[src/rtl/div_pkg.sv]
// Shared state encodings, counter sizing and result constants for seq_signed_divider.
package div_pkg;

    localparam logic [2:0] IDLE = 3'd0;
    localparam logic [2:0] PREP = 3'd1;
    localparam logic [2:0] ITER = 3'd2;
    localparam logic [2:0] FIX  = 3'd3;
    localparam logic [2:0] DONE = 3'd4;

    localparam int DEFAULT_WIDTH = 32;
    localparam int CNT_W = $clog2(DEFAULT_WIDTH + 1);

    // A zero divisor yields an all-ones quotient; the remainder echoes the dividend.
    localparam logic DBZ_QUOT_BIT = 1'b1;

    function automatic int cnt_width(input int width);
        return $clog2(width + 1);
    endfunction

endpackage

[src/rtl/div_step.sv]
// One combinational radix-2 restoring iteration on the {R,Q} shift pair.
module div_step #(
    parameter int WIDTH = 32
) (
    input  logic [WIDTH:0]   r,
    input  logic [WIDTH-1:0] q,
    input  logic [WIDTH-1:0] d,
    output logic [WIDTH:0]   r_next,
    output logic [WIDTH-1:0] q_next
);

    logic [WIDTH+1:0] shifted;
    logic [WIDTH:0]   diff;
    logic             ge;

    // The full-width compare decides the quotient bit; diff only needs WIDTH+1 bits.
    always_comb begin
        shifted = {r, q[WIDTH-1]};
        ge      = (shifted >= {2'b00, d});
        diff    = shifted[WIDTH:0] - {1'b0, d};
        r_next  = ge ? diff : shifted[WIDTH:0];
        q_next  = {q[WIDTH-2:0], ge};
    end

endmodule

[src/rtl/seq_signed_divider.sv]
// Multi-cycle signed restoring divider with valid/ready handshakes on both sides.
// Optional macro DIV_SKIP_ZEROS_EN skips the leading zero bits of |dividend|.
module seq_signed_divider
    import div_pkg::*;
#(
    parameter int WIDTH = 32
) (
    input  logic             clk,
    input  logic             rst_n,
    input  logic             in_valid,
    output logic             in_ready,
    input  logic [WIDTH-1:0] dividend,
    input  logic [WIDTH-1:0] divisor,
    output logic             out_valid,
    input  logic             out_ready,
    output logic [WIDTH-1:0] quotient,
    output logic [WIDTH-1:0] remainder,
    output logic             div_by_zero,
    output logic             overflow
);

    localparam int CW = cnt_width(WIDTH);
    localparam logic [WIDTH-1:0] INT_MIN = {1'b1, {(WIDTH-1){1'b0}}};

    logic [2:0]       state_q, state_d;
    logic [CW-1:0]    cnt_q, cnt_d;
    logic [WIDTH:0]   r_q, r_d;
    logic [WIDTH-1:0] q_q, q_d;
    logic [WIDTH-1:0] b_abs_q, b_abs_d;
    logic             a_neg_q, a_neg_d;
    logic             b_neg_q, b_neg_d;
    logic             ovf_pend_q, ovf_pend_d;
    logic [WIDTH-1:0] quotient_q, quotient_d;
    logic [WIDTH-1:0] remainder_q, remainder_d;
    logic             dbz_q, dbz_d;
    logic             ovf_q, ovf_d;

    logic [WIDTH:0]   r_step;
    logic [WIDTH-1:0] q_step;

    div_step #(.WIDTH(WIDTH)) u_step (
        .r      (r_q),
        .q      (q_q),
        .d      (b_abs_q),
        .r_next (r_step),
        .q_next (q_step)
    );

`ifdef DIV_SKIP_ZEROS_EN
    logic [CW-1:0] lz;

    always_comb begin
        lz = CW'(WIDTH);
        for (int i = 0; i < WIDTH; i++) begin
            if (q_q[i]) lz = CW'(WIDTH - 1 - i);
        end
    end
`endif

    assign in_ready    = (state_q == IDLE);
    assign out_valid   = (state_q == DONE);
    assign quotient    = quotient_q;
    assign remainder   = remainder_q;
    assign div_by_zero = dbz_q;
    assign overflow    = ovf_q;

    always_comb begin
        state_d     = state_q;
        cnt_d       = cnt_q;
        r_d         = r_q;
        q_d         = q_q;
        b_abs_d     = b_abs_q;
        a_neg_d     = a_neg_q;
        b_neg_d     = b_neg_q;
        ovf_pend_d  = ovf_pend_q;
        quotient_d  = quotient_q;
        remainder_d = remainder_q;
        dbz_d       = dbz_q;
        ovf_d       = ovf_q;
        case (state_q)
            IDLE: begin
                if (in_valid) begin
                    // Magnitudes are unsigned, so |INT_MIN| = 2^(WIDTH-1) is represented exactly.
                    a_neg_d    = dividend[WIDTH-1];
                    b_neg_d    = divisor[WIDTH-1];
                    q_d        = dividend[WIDTH-1] ? -dividend : dividend;
                    b_abs_d    = divisor[WIDTH-1] ? -divisor : divisor;
                    ovf_pend_d = (dividend == INT_MIN) && (divisor == '1);
                    dbz_d      = 1'b0;
                    ovf_d      = 1'b0;
                    state_d    = PREP;
                end
            end
            PREP: begin
                r_d = '0;
                if (b_abs_q == '0) begin
                    state_d = FIX;
                end else begin
`ifdef DIV_SKIP_ZEROS_EN
                    if (q_q == '0) begin
                        state_d = FIX;
                    end else begin
                        q_d     = q_q << lz;
                        cnt_d   = CW'(WIDTH) - lz;
                        state_d = ITER;
                    end
`else
                    cnt_d   = CW'(WIDTH);
                    state_d = ITER;
`endif
                end
            end
            ITER: begin
                r_d   = r_step;
                q_d   = q_step;
                cnt_d = cnt_q - CW'(1);
                if (cnt_q == CW'(1)) state_d = FIX;
            end
            FIX: begin
                if (b_abs_q == '0) begin
                    quotient_d  = {WIDTH{DBZ_QUOT_BIT}};
                    remainder_d = a_neg_q ? -q_q : q_q;
                    dbz_d       = 1'b1;
                end else begin
                    quotient_d  = (a_neg_q ^ b_neg_q) ? -q_q : q_q;
                    remainder_d = a_neg_q ? -r_q[WIDTH-1:0] : r_q[WIDTH-1:0];
                    ovf_d       = ovf_pend_q;
                end
                state_d = DONE;
            end
            DONE: begin
                if (out_ready) state_d = IDLE;
            end
            default: state_d = IDLE;
        endcase
    end

    always_ff @(posedge clk or negedge rst_n) begin
        if (!rst_n) begin
            state_q     <= IDLE;
            cnt_q       <= '0;
            r_q         <= '0;
            q_q         <= '0;
            b_abs_q     <= '0;
            a_neg_q     <= 1'b0;
            b_neg_q     <= 1'b0;
            ovf_pend_q  <= 1'b0;
            quotient_q  <= '0;
            remainder_q <= '0;
            dbz_q       <= 1'b0;
            ovf_q       <= 1'b0;
        end else begin
            state_q     <= state_d;
            cnt_q       <= cnt_d;
            r_q         <= r_d;
            q_q         <= q_d;
            b_abs_q     <= b_abs_d;
            a_neg_q     <= a_neg_d;
            b_neg_q     <= b_neg_d;
            ovf_pend_q  <= ovf_pend_d;
            quotient_q  <= quotient_d;
            remainder_q <= remainder_d;
            dbz_q       <= dbz_d;
            ovf_q       <= ovf_d;
        end
    end

endmodule

[config.mk]
export PLATFORM = sky130hd
export DESIGN_NAME = seq_signed_divider
export DESIGN_NICKNAME = d
export VERILOG_FILES = /design/src/rtl/div_pkg.sv /design/src/rtl/div_step.sv /design/src/rtl/seq_signed_divider.sv
export SDC_FILE = /design/constraint.sdc
export NUM_CORES = 1
export LEC_CHECK = 0
export CORE_UTILIZATION = 25
export DETAILED_ROUTE_END_ITERATION = 12
export GPL_TIMING_DRIVEN = 0
export PLACE_DENSITY = 0.54
export SYNTH_ARGS = -nofsm -noshare
export SYNTH_HDL_FRONTEND = slang
export SYNTH_SLANG_ARGS = --single-unit
[constraint.sdc]
create_clock -name clk -period 3.7 [get_ports clk]
set_input_delay 0.37 -clock clk [delete_from_list [all_inputs] [get_ports clk]]
set_output_delay 0.37 -clock clk [all_outputs]
set_load 0.05 [all_outputs]
==> run metrics, run 1 <==
Arr. time, crit path 3.78 ns; global route overflow 0; setup violators final 0; number of DRC markers in iteration 0 669; max_cap viols 0; Post-Syn Nets 1552; Synth area leader dfrtp_1; synth-to-layout area growth 22.7%; root buffer cell clkbuf_16; Synth top cells by count o21ai_0 (187), nand2_1 (185), dfrtp_1 (175); core area 47900 um^2; share of layout cells above drive strength 1 0.0459; Post-synth EDFFs 0; post-route minimum period 3.47 ns; CP startpoint kind flip-flop; largest net degree at the start of global routing 118; most common cell in the synthesized netlist o21ai_0; CTS buffer count 17; register area share after synthesis 0.358; wire per inst 18.9 um; Slew Viols, Final 0; Final WS setup 0.228 ns; RSZ-0062 raised after global routing false; first-pass GRT wire length 65.8 mm; DP HPWL 33.4 mm; R2R setup slack 0.23 ns; full die area 49800 um^2; n_diodes 0; Max Fclk 288 MHz; clock transition at the registers of the reported paths 0.08 ns; number of fillers in the final layout 5030; top cells by area, synth dfrtp_1 (36%), xor2_1 (8.4%), o21ai_0 (7.7%); PD cells 1030 nW/um^2; FP Rows 80; Worst Tran Pin Value 0.880 ns; yosys warns 0; clk_lat worst skew 0.45 ns; run status complete, no violations; top_reg_cell synth dfrtp_1; clock sinks 175; count of different cell masters after synthesis 71; ys async rst share 1.00; GP Congestion 0.942; Leak 6.15 nW; design area 15000 um^2; via count 11300; Ports 136; CP required 4.01 ns; clk buf depth 2; H-tree levels 4; CP max FO 10; Setup WS pre-CTS -0.425 ns; die width 223 um; Setup Skew 0.0114 ns; initial core utilization 0.255; CTS tree yes; vias in the first global route 11100; DR DRC count 0; Fin. Hold Viols 0; DP Area 14400 um^2; VDD IR max 0.402 mV; 1st-pass router iterations 5; worst hold-check path type input port to asynchronous set/reset pin; Setup CP Type flip-flop to flip-flop; Post-Syn Area 12200 um^2; Via density 5.09; mean post-synth cell area 8.46 um^2; Slew headroom 0.410; Syn Inst Count 1444; initial antenna violation count 0; # nets final 1707; Hold WS 0.432 ns; Tot GR Track Use 0.170; Total Power 15.5 mW; fraction of the cycle the final worst path needs 0.938; post-layout util 0.313; antenna viol nets, final 0; Port Buf Inserts 135; Synth top area share 0.358; Synth Register Bits 175; CP endpoint kind flip-flop; DIE HEIGHT 223 um; Routed WL 42.0 mm
## state kept, by name, summed over array words and instances, names as in the netlist
signal       count
r_q             33
b_abs_q         32
q_q             32
quotient        32
remainder       32
cnt_q            6
state_q          3
a_neg_q          1
b_neg_q          1
div_by_zero      1
overflow         1
ovf_pend_q       1
## cells in the final DEF, fill, tap and decap left out, drive strengths merged, types with 40 or more instances in the layout
| master | synthesis | final |
|---|---|---|
| o21ai | 204 | 204 |
| nand2 | 187 | 187 |
| dfrtp | 175 | 175 |
| clkdlybuf4s50 | 0 | 134 |
| xor2 | 118 | 118 |
| clkbuf | 77 | 98 |
| nor2 | 68 | 68 |
| a21oi | 65 | 65 |
| inv | 56 | 62 |
| xnor2 | 58 | 58 |
| o31ai | 40 | 40 |
## kinds of logic after synthesis
logic type                 synth area share
AOI/OAI and AO/OA                     0.230
xor gates and xnor gates              0.127
adders and majority gates            0.0416
buffers and inverters                0.0505
DFF                                   0.358
muxes                                0.0249
and+or+nand+nor                       0.168
## critical path: stages (launching register included)
cell,delay (ns)
dfrtp_1,0.38
inv_1,0.22
ha_1,0.21
inv_1,0.06
fa_1,0.42
a211oi_1,0.33
o21bai_1,0.16
a21o_1,0.20
a21o_1,0.24
a31oi_4,0.28
o21a_4,0.25
clkbuf_4,0.26
mux2i_1,0.22
o22ai_1,0.10
## power by group
part | internal [mW] | switching [mW] | leakage (nW)
registers | 2.76 | 0.865 | 2.18
logic | 3.64 | 6.34 | 3.68
clock network | 0.982 | 0.874 | 0.286
## final cells by class
| cell class | instances | area (um^2) | share of cell area |
|---|---|---|---|
| multi-input cells | 1114 | 7260 | 0.484 |
| flip-flops and latches | 175 | 4380 | 0.292 |
| repair buffers | 137 | 1390 | 0.0929 |
| well taps | 615 | 769 | 0.0513 |
| clock buffers | 20 | 457 | 0.0304 |
| plain buffers | 98 | 410 | 0.0274 |
| inverters | 56 | 210 | 0.0140 |
| clock inverters | 12 | 123 | 0.00817 |
## final timing paths
check	start	to	cells after the start
max in group asynchronous	rst_n	b_abs_q[26]	3
worst min-delay path	rst_n	remainder[10]	2
worst max register to register	q_q[31]	r_q[10]	13
worst max-delay path	q_q[31]	r_q[10]	13
min in group clk	quotient[2]	quotient[2]	2
worst min register to register	quotient[2]	quotient[2]	2
## timing repair
item,in CTS,in global routing
setup endpoints to repair,31,28
hold buffers,1,0
hold endpoints to repair,58,0
resized for setup,4,6
buffers inserted,0,0
## stage by stage
stage,cells,TNS [ns]
after floorplan,1444,0
after detailed placement,2195,-9.83
after CTS,2227,0
after global routing,2227,0
after global placement,2194,-925.06
final,2227,0
## layer usage
metal | vias to the layer above | wire, um | GRT usage
li1 | 5475 | - | -
met1 | 5506 | 20200 | 0.238
met2 | 314 | 19200 | 0.275
met3 | 31 | 1890 | 0.0212
met4 | 0 | 683 | 0.0416
met5 | - | 0 | 0
Note: power is estimated with default switching activity, not from simulation.
==> inputs of run 2 (changes only) <==
==> constraint.sdc (replaced) <==
create_clock -name clk -period 4.4 [get_ports clk]
set_input_delay 0.44 -clock clk [delete_from_list [all_inputs] [get_ports clk]]
set_output_delay 0.44 -clock clk [all_outputs]
set_load 0.05 [all_outputs]
==> run metrics, run 2 (synthesis gave the netlist of run 1 again) <==
GP Congestion 0.942 (unchanged); Int Pwr 6.18 mW (was 7.39 mW); Port Buf Inserts 135 (unchanged); initial core utilization 0.255 (unchanged); largest net degree at the start of global routing 118 (unchanged); CP required 4.71 ns (was 4.01 ns); clk_lat worst skew 0.45 ns (about the same); Clock power frac 0.121 (was 0.120); DP HPWL 33.4 mm (unchanged); final non-filler cell total 2228 (was 2227); run status complete, no violations (unchanged); Via density 5.09 (about the same); Most flops, register r_q (unchanged); worst hold-check path type flip-flop to flip-flop (was input port to asynchronous set/reset pin); post-route minimum period 4.03 ns (was 3.47 ns); 1st-pass router iterations 6 (was 5); max reg flops 33 (unchanged); Ports 136 (unchanged); commonest non-fill, non-tap cell in the layout o21ai_0 (unchanged); CP startpoint kind flip-flop (unchanged); R2R setup slack 0.37 ns (was 0.23 ns); via count 11300 (about the same); clk buf depth 2 (unchanged); Switching Fraction 0.523 (was 0.522); n_diodes 0 (unchanged); clock transition at the registers of the reported paths 0.07 ns (was 0.08 ns); full die area 49800 um^2 (unchanged); first-pass GRT wire length 65.8 mm (about the same); Arr. time, crit path 4.34 ns (was 3.78 ns); Routed WL 42.1 mm (was 42.0 mm); multi-input logic area 7230 um^2 (was 7260 um^2); global route overflow 0 (unchanged); synth-to-layout area growth 22.5% (was 22.7%); CP max FO 10 (unchanged); PD cells 866 nW/um^2 (was 1030 nW/um^2); Setup Skew 0.0127 ns (was 0.0114 ns); wire per inst 18.9 um (about the same); # nets final 1708 (was 1707); CP endpoint kind flip-flop (unchanged); Fin. Hold Viols 0 (unchanged); Seq pwr share 0.235 (about the same); Slew Viols, Final 0 (unchanged); Tot GR Track Use 0.170 (about the same); DIE HEIGHT 223 um (unchanged); WL met2 19.2 mm (about the same); VDD IR max 0.331 mV (was 0.402 mV); initial antenna violation count 0 (unchanged); fraction of the cycle the final worst path needs 0.916 (was 0.938); register area 4380 um^2 (unchanged); antenna viol nets, final 0 (unchanged); Worst Tran Pin Value 0.889 ns (was 0.880 ns); Leak 6.14 nW (was 6.15 nW); core area 47900 um^2 (unchanged); CTS tree yes (unchanged); hold path depth 2; FP Rows 80 (unchanged); Slew headroom 0.403 (was 0.410); FF-to-FF path depth 14 (was 13); CTS buffer count 17 (unchanged); WL met1 20.2 mm (about the same); top layer in use met4 (unchanged); dpl cells 2195 (unchanged); Max Fclk 248 MHz (was 288 MHz); H-tree levels 4 (unchanged); setup tns final 0 ns (unchanged); number of setup buffers added after CTS 0 (unchanged); sw power 6.78 mW (was 8.08 mW); root buffer cell clkbuf_16 (unchanged); DR DRC count 0 (unchanged); number of DRC markers in iteration 0 723 (was 669); RSZ-0062 raised after global routing false (unchanged); die width 223 um (unchanged); vias in the first global route 11100 (about the same); most frequent cells in the layout o21ai_0 (187), nand2_1 (185), dfrtp_1 (175), clkdlybuf4s50_1 (134), xor2_1 (117) (unchanged); Setup CP Type flip-flop to flip-flop (unchanged); Logic pwr share 0.644 (was 0.645); max_cap viols 0 (unchanged); setup violators final 0 (unchanged); number of fillers in the final layout 5033 (was 5030); Detail Route met3 WL 1.91 mm (was 1.89 mm); clock sinks 175 (unchanged); share of layout cells above drive strength 1 0.0428 (was 0.0459)
==> run 2: cell types whose count changed in the layout (fill, tap and decap cells not counted), sizes merged <==
cell	delta
buf	+2
clkbuf	-1
==> run 2: cell type report <==
cell class                 count  area share
buffer                        99      0.0272
clock buffer                  20      0.0305
clock inverter                12     0.00819
inverter                      56      0.0140
multi-input combinational   1114       0.483
sequential                   175       0.292
tap                          615      0.0514
timing repair buffer         137      0.0931
==> run 2: worst max-delay path: stages, from the launching register on <==
cell      delay, ns
dfrtp_1        0.38
inv_1          0.22
ha_1           0.21
inv_1          0.05
fa_1           0.42
a211oi_1       0.33
o21bai_1       0.16
a21o_1         0.20
a21o_1         0.22
a31oi_2        0.35
o21a_1         0.18
clkbuf_1       0.33
nand2b_1       0.28
clkbuf_1       0.36
o21ai_0        0.17
==> run 2: per-stage QoR <==
stage / setup slack, ns / util / instance area (um^2) / power (mW) / hold slack [ns]
after detailed placement: 0.275 / 0.300 / 14400 / 11.4 / 0.403
final: 0.368 / 0.312 / 15000 / 13.0 / 0.478
after global routing: 0.0906 / 0.312 / 15000 / 13.9 / 0.517
after global placement: -4.61 / 0.299 / 14300 / 11.3 / 0.464
after floorplan: 1.15 / - / 12200 / 8.72 / 0.144
after CTS: 0.191 / 0.312 / 15000 / 13.0 / 0.484
==> run 2: final timing paths <==
path | startpoint | endpoint
max in group asynchronous | rst_n | b_abs_q[26]
hold reg to reg | quotient[2] | quotient[2]
hold / removal | quotient[2] | quotient[2]
setup / recovery | q_q[31] | r_q[19]
min in group asynchronous | rst_n | remainder[10]
setup reg to reg | q_q[31] | r_q[19]
==> run 2: routing by layer <==
| metal | GRT usage | up-vias |
|---|---|---|
| li1 | - | 5476 |
| met1 | 0.238 | 5510 |
| met2 | 0.275 | 322 |
| met3 | 0.0212 | 37 |
| met4 | 0.0416 | 0 |
| met5 | 0 | - |
==> run 2: timing repair <==
action                     CTS  global route
setup endpoints to repair    0            10
hold endpoints to repair    58             0
resized for setup            0             1
hold buffers                 1             0
==> run 2: power groups by stage <==
stage                     clock network [mW]  logic, mW  registers [mW]
after floorplan                            0       5.00            3.72
after global placement                     0       8.25            3.06
after detailed placement                   0       8.31            3.07
after CTS                               1.59       8.34            3.04
after global routing                    1.66       9.13            3.15
final                                   1.56       8.35            3.05
==> inputs of run 3 (changes only) <==
==> constraint.sdc (replaced) <==
create_clock -name clk -period 4.21 [get_ports clk]
set_input_delay 0.421 -clock clk [delete_from_list [all_inputs] [get_ports clk]]
set_output_delay 0.421 -clock clk [all_outputs]
set_load 0.05 [all_outputs]
==> run metrics, run 3 (synthesis gave the netlist of run 1 again) <==
FP Rows 80 (unchanged); dpl cells 2195 (unchanged); fraction of the cycle the final worst path needs 0.937 (was 0.916); # nets final 1708 (unchanged); Via density 5.08 (was 5.09); Ports 136 (unchanged); die width 223 um (unchanged); VDD IR max 0.348 mV (was 0.331 mV); post-route minimum period 3.94 ns (was 4.03 ns); CP max FO 10 (unchanged); Port Buf Inserts 135 (unchanged); Most flops, register r_q (unchanged); Tot GR Track Use 0.170 (unchanged); 1st-pass router iterations 6 (unchanged); PD cells 905 nW/um^2 (was 866 nW/um^2); H-tree levels 4 (unchanged); wire per inst 18.9 um (about the same); core area 47900 um^2 (unchanged); Final WS setup 0.266 ns (was 0.368 ns); top cell family by delay on the critical path compound AO/OA/AOI/OAI gates (unchanged); run status complete, no violations (unchanged); full die area 49800 um^2 (unchanged); first-pass GRT wire length 65.8 mm (unchanged); Fin. Hold Viols 0 (unchanged); clock transition at the registers of the reported paths 0.08 ns (was 0.07 ns); Setup Skew 0.0126 ns (was 0.0127 ns); share of layout cells above drive strength 1 0.0434 (was 0.0428); CP Buf/Inv Count 4 (unchanged); clock sinks 175 (unchanged); Hold WS 0.478 ns (about the same); Slew headroom 0.404 (was 0.403); global route overflow 0 (unchanged); post-layout util 0.312 (about the same); Arr. time, crit path 4.25 ns (was 4.34 ns); worst hold-check path type input port to asynchronous set/reset pin (was flip-flop to flip-flop); root buffer cell clkbuf_16 (unchanged); slowest CP cell fa_1 (unchanged); RR Startpoint q_q[31] (unchanged); number of fillers in the final layout 5034 (was 5033); n_diodes 0 (unchanged); Routed WL 42.1 mm (about the same); largest net degree at the start of global routing 118 (unchanged); via count 11300 (about the same); DR DRC count 0 (unchanged); Slew Viols, Final 0 (unchanged); setup violators final 0 (unchanged); design area 15000 um^2 (about the same); vias in the first global route 11100 (unchanged); Setup CP Type flip-flop to flip-flop (unchanged); CP Cell Sequence inv_1, ha_1, inv_1, fa_1, a211oi_1, o21bai_1, a21o_1, a21o_1, a31oi_2, o21a_1, clkbuf_1, buf_2, mux2i_1, o21ai_0 (was inv_1, ha_1, inv_1, fa_1, a211oi_1, o21bai_1, a21o_1, a21o_1, a31oi_2, o21a_1, clkbuf_1, nand2b_1, clkbuf_1, o21ai_0); number of DRC markers in iteration 0 723 (unchanged); most frequent cells in the layout o21ai_0 (187), nand2_1 (185), dfrtp_1 (175), clkdlybuf4s50_1 (134), xor2_1 (117) (unchanged); clk_lat worst skew 0.45 ns (about the same); critical path launch point q_q[31] (unchanged); final non-filler cell total 2228 (unchanged); Total Power 13.6 mW (was 13.0 mW); initial core utilization 0.255 (unchanged); max reg flops 33 (unchanged); CTS buffer count 17 (unchanged); CP startpoint kind flip-flop (unchanged); CP endpoint kind flip-flop (unchanged); critical path's largest stage delay 0.42 ns (about the same); DP HPWL 33.4 mm (unchanged); Worst Tran Pin Value 0.888 ns (was 0.889 ns); CTS tree yes (unchanged); Setup WS pre-CTS 0.0850 ns (was 0.275 ns); synth-to-layout area growth 22.5% (about the same); initial antenna violation count 0 (unchanged); Leak 6.15 nW (was 6.14 nW); antenna viol nets, final 0 (unchanged); max_cap viols 0 (unchanged); RSZ-0062 raised after global routing false (unchanged); setup tns final 0 ns (unchanged); GP Congestion 0.942 (unchanged); DIE HEIGHT 223 um (unchanged); commonest non-fill, non-tap cell in the layout o21ai_0 (unchanged); DP Area 14400 um^2 (unchanged); Max Fclk 254 MHz (was 248 MHz); clk buf depth 2 (unchanged); CP required 4.52 ns (was 4.71 ns)
## run 3: repair_timing
item	CTS	global route
hold buffers	1	0
gates resized for setup	0	3
endpoints found under the setup margin	0	26
endpoints found under the hold margin	58	0
buffers inserted	0	0
## run 3: worst register-to-register path, delay by kind of cell, from the launching register on
family	cells	cell delay, ns
AOI/OAI and AO/OA	7	1.55
adders and majority gates	2	0.64
buffers and inverters	4	0.99
DFF	1	0.38
muxes	1	0.25
## run 3: final timing paths
path                                  to  slack, ns  cells past startpoint
max                               r_q[5]       0.27                     14
min                        remainder[10]       0.48                      2
max reg2reg                       r_q[5]       0.27                     14
min reg2reg                  quotient[2]       0.48                      2
max in group asynchronous    b_abs_q[26]       2.72                      3
min in group clk             quotient[2]       0.48                      2
## run 3: power breakdown
| group | leakage (nW) | total (mW) | internal, mW | switching, mW |
|---|---|---|---|---|
| combinational | 3.68 | 8.73 | 3.17 | 5.56 |
| sequential | 2.18 | 3.19 | 2.43 | 0.760 |
| clock | 0.286 | 1.64 | 0.863 | 0.774 |
## run 3: area by class of cell
type                    count  area (um^2)  area share
clock inverters            12          123     0.00819
repair buffers            137         1390      0.0931
plain buffers              99          408      0.0272
flip-flops and latches    175         4380       0.292
clock buffers              20          457      0.0305
multi-input cells        1114         7230       0.483
inverters                  56          210      0.0140
well taps                 615          769      0.0514
## run 3: metal layers
metal	vias up	wire, um	global-route usage
met5	-	0	0
li1	5480	-	-
met2	308	19200	0.275
met1	5486	20300	0.238
met4	0	705	0.0416
met3	35	1850	0.0212
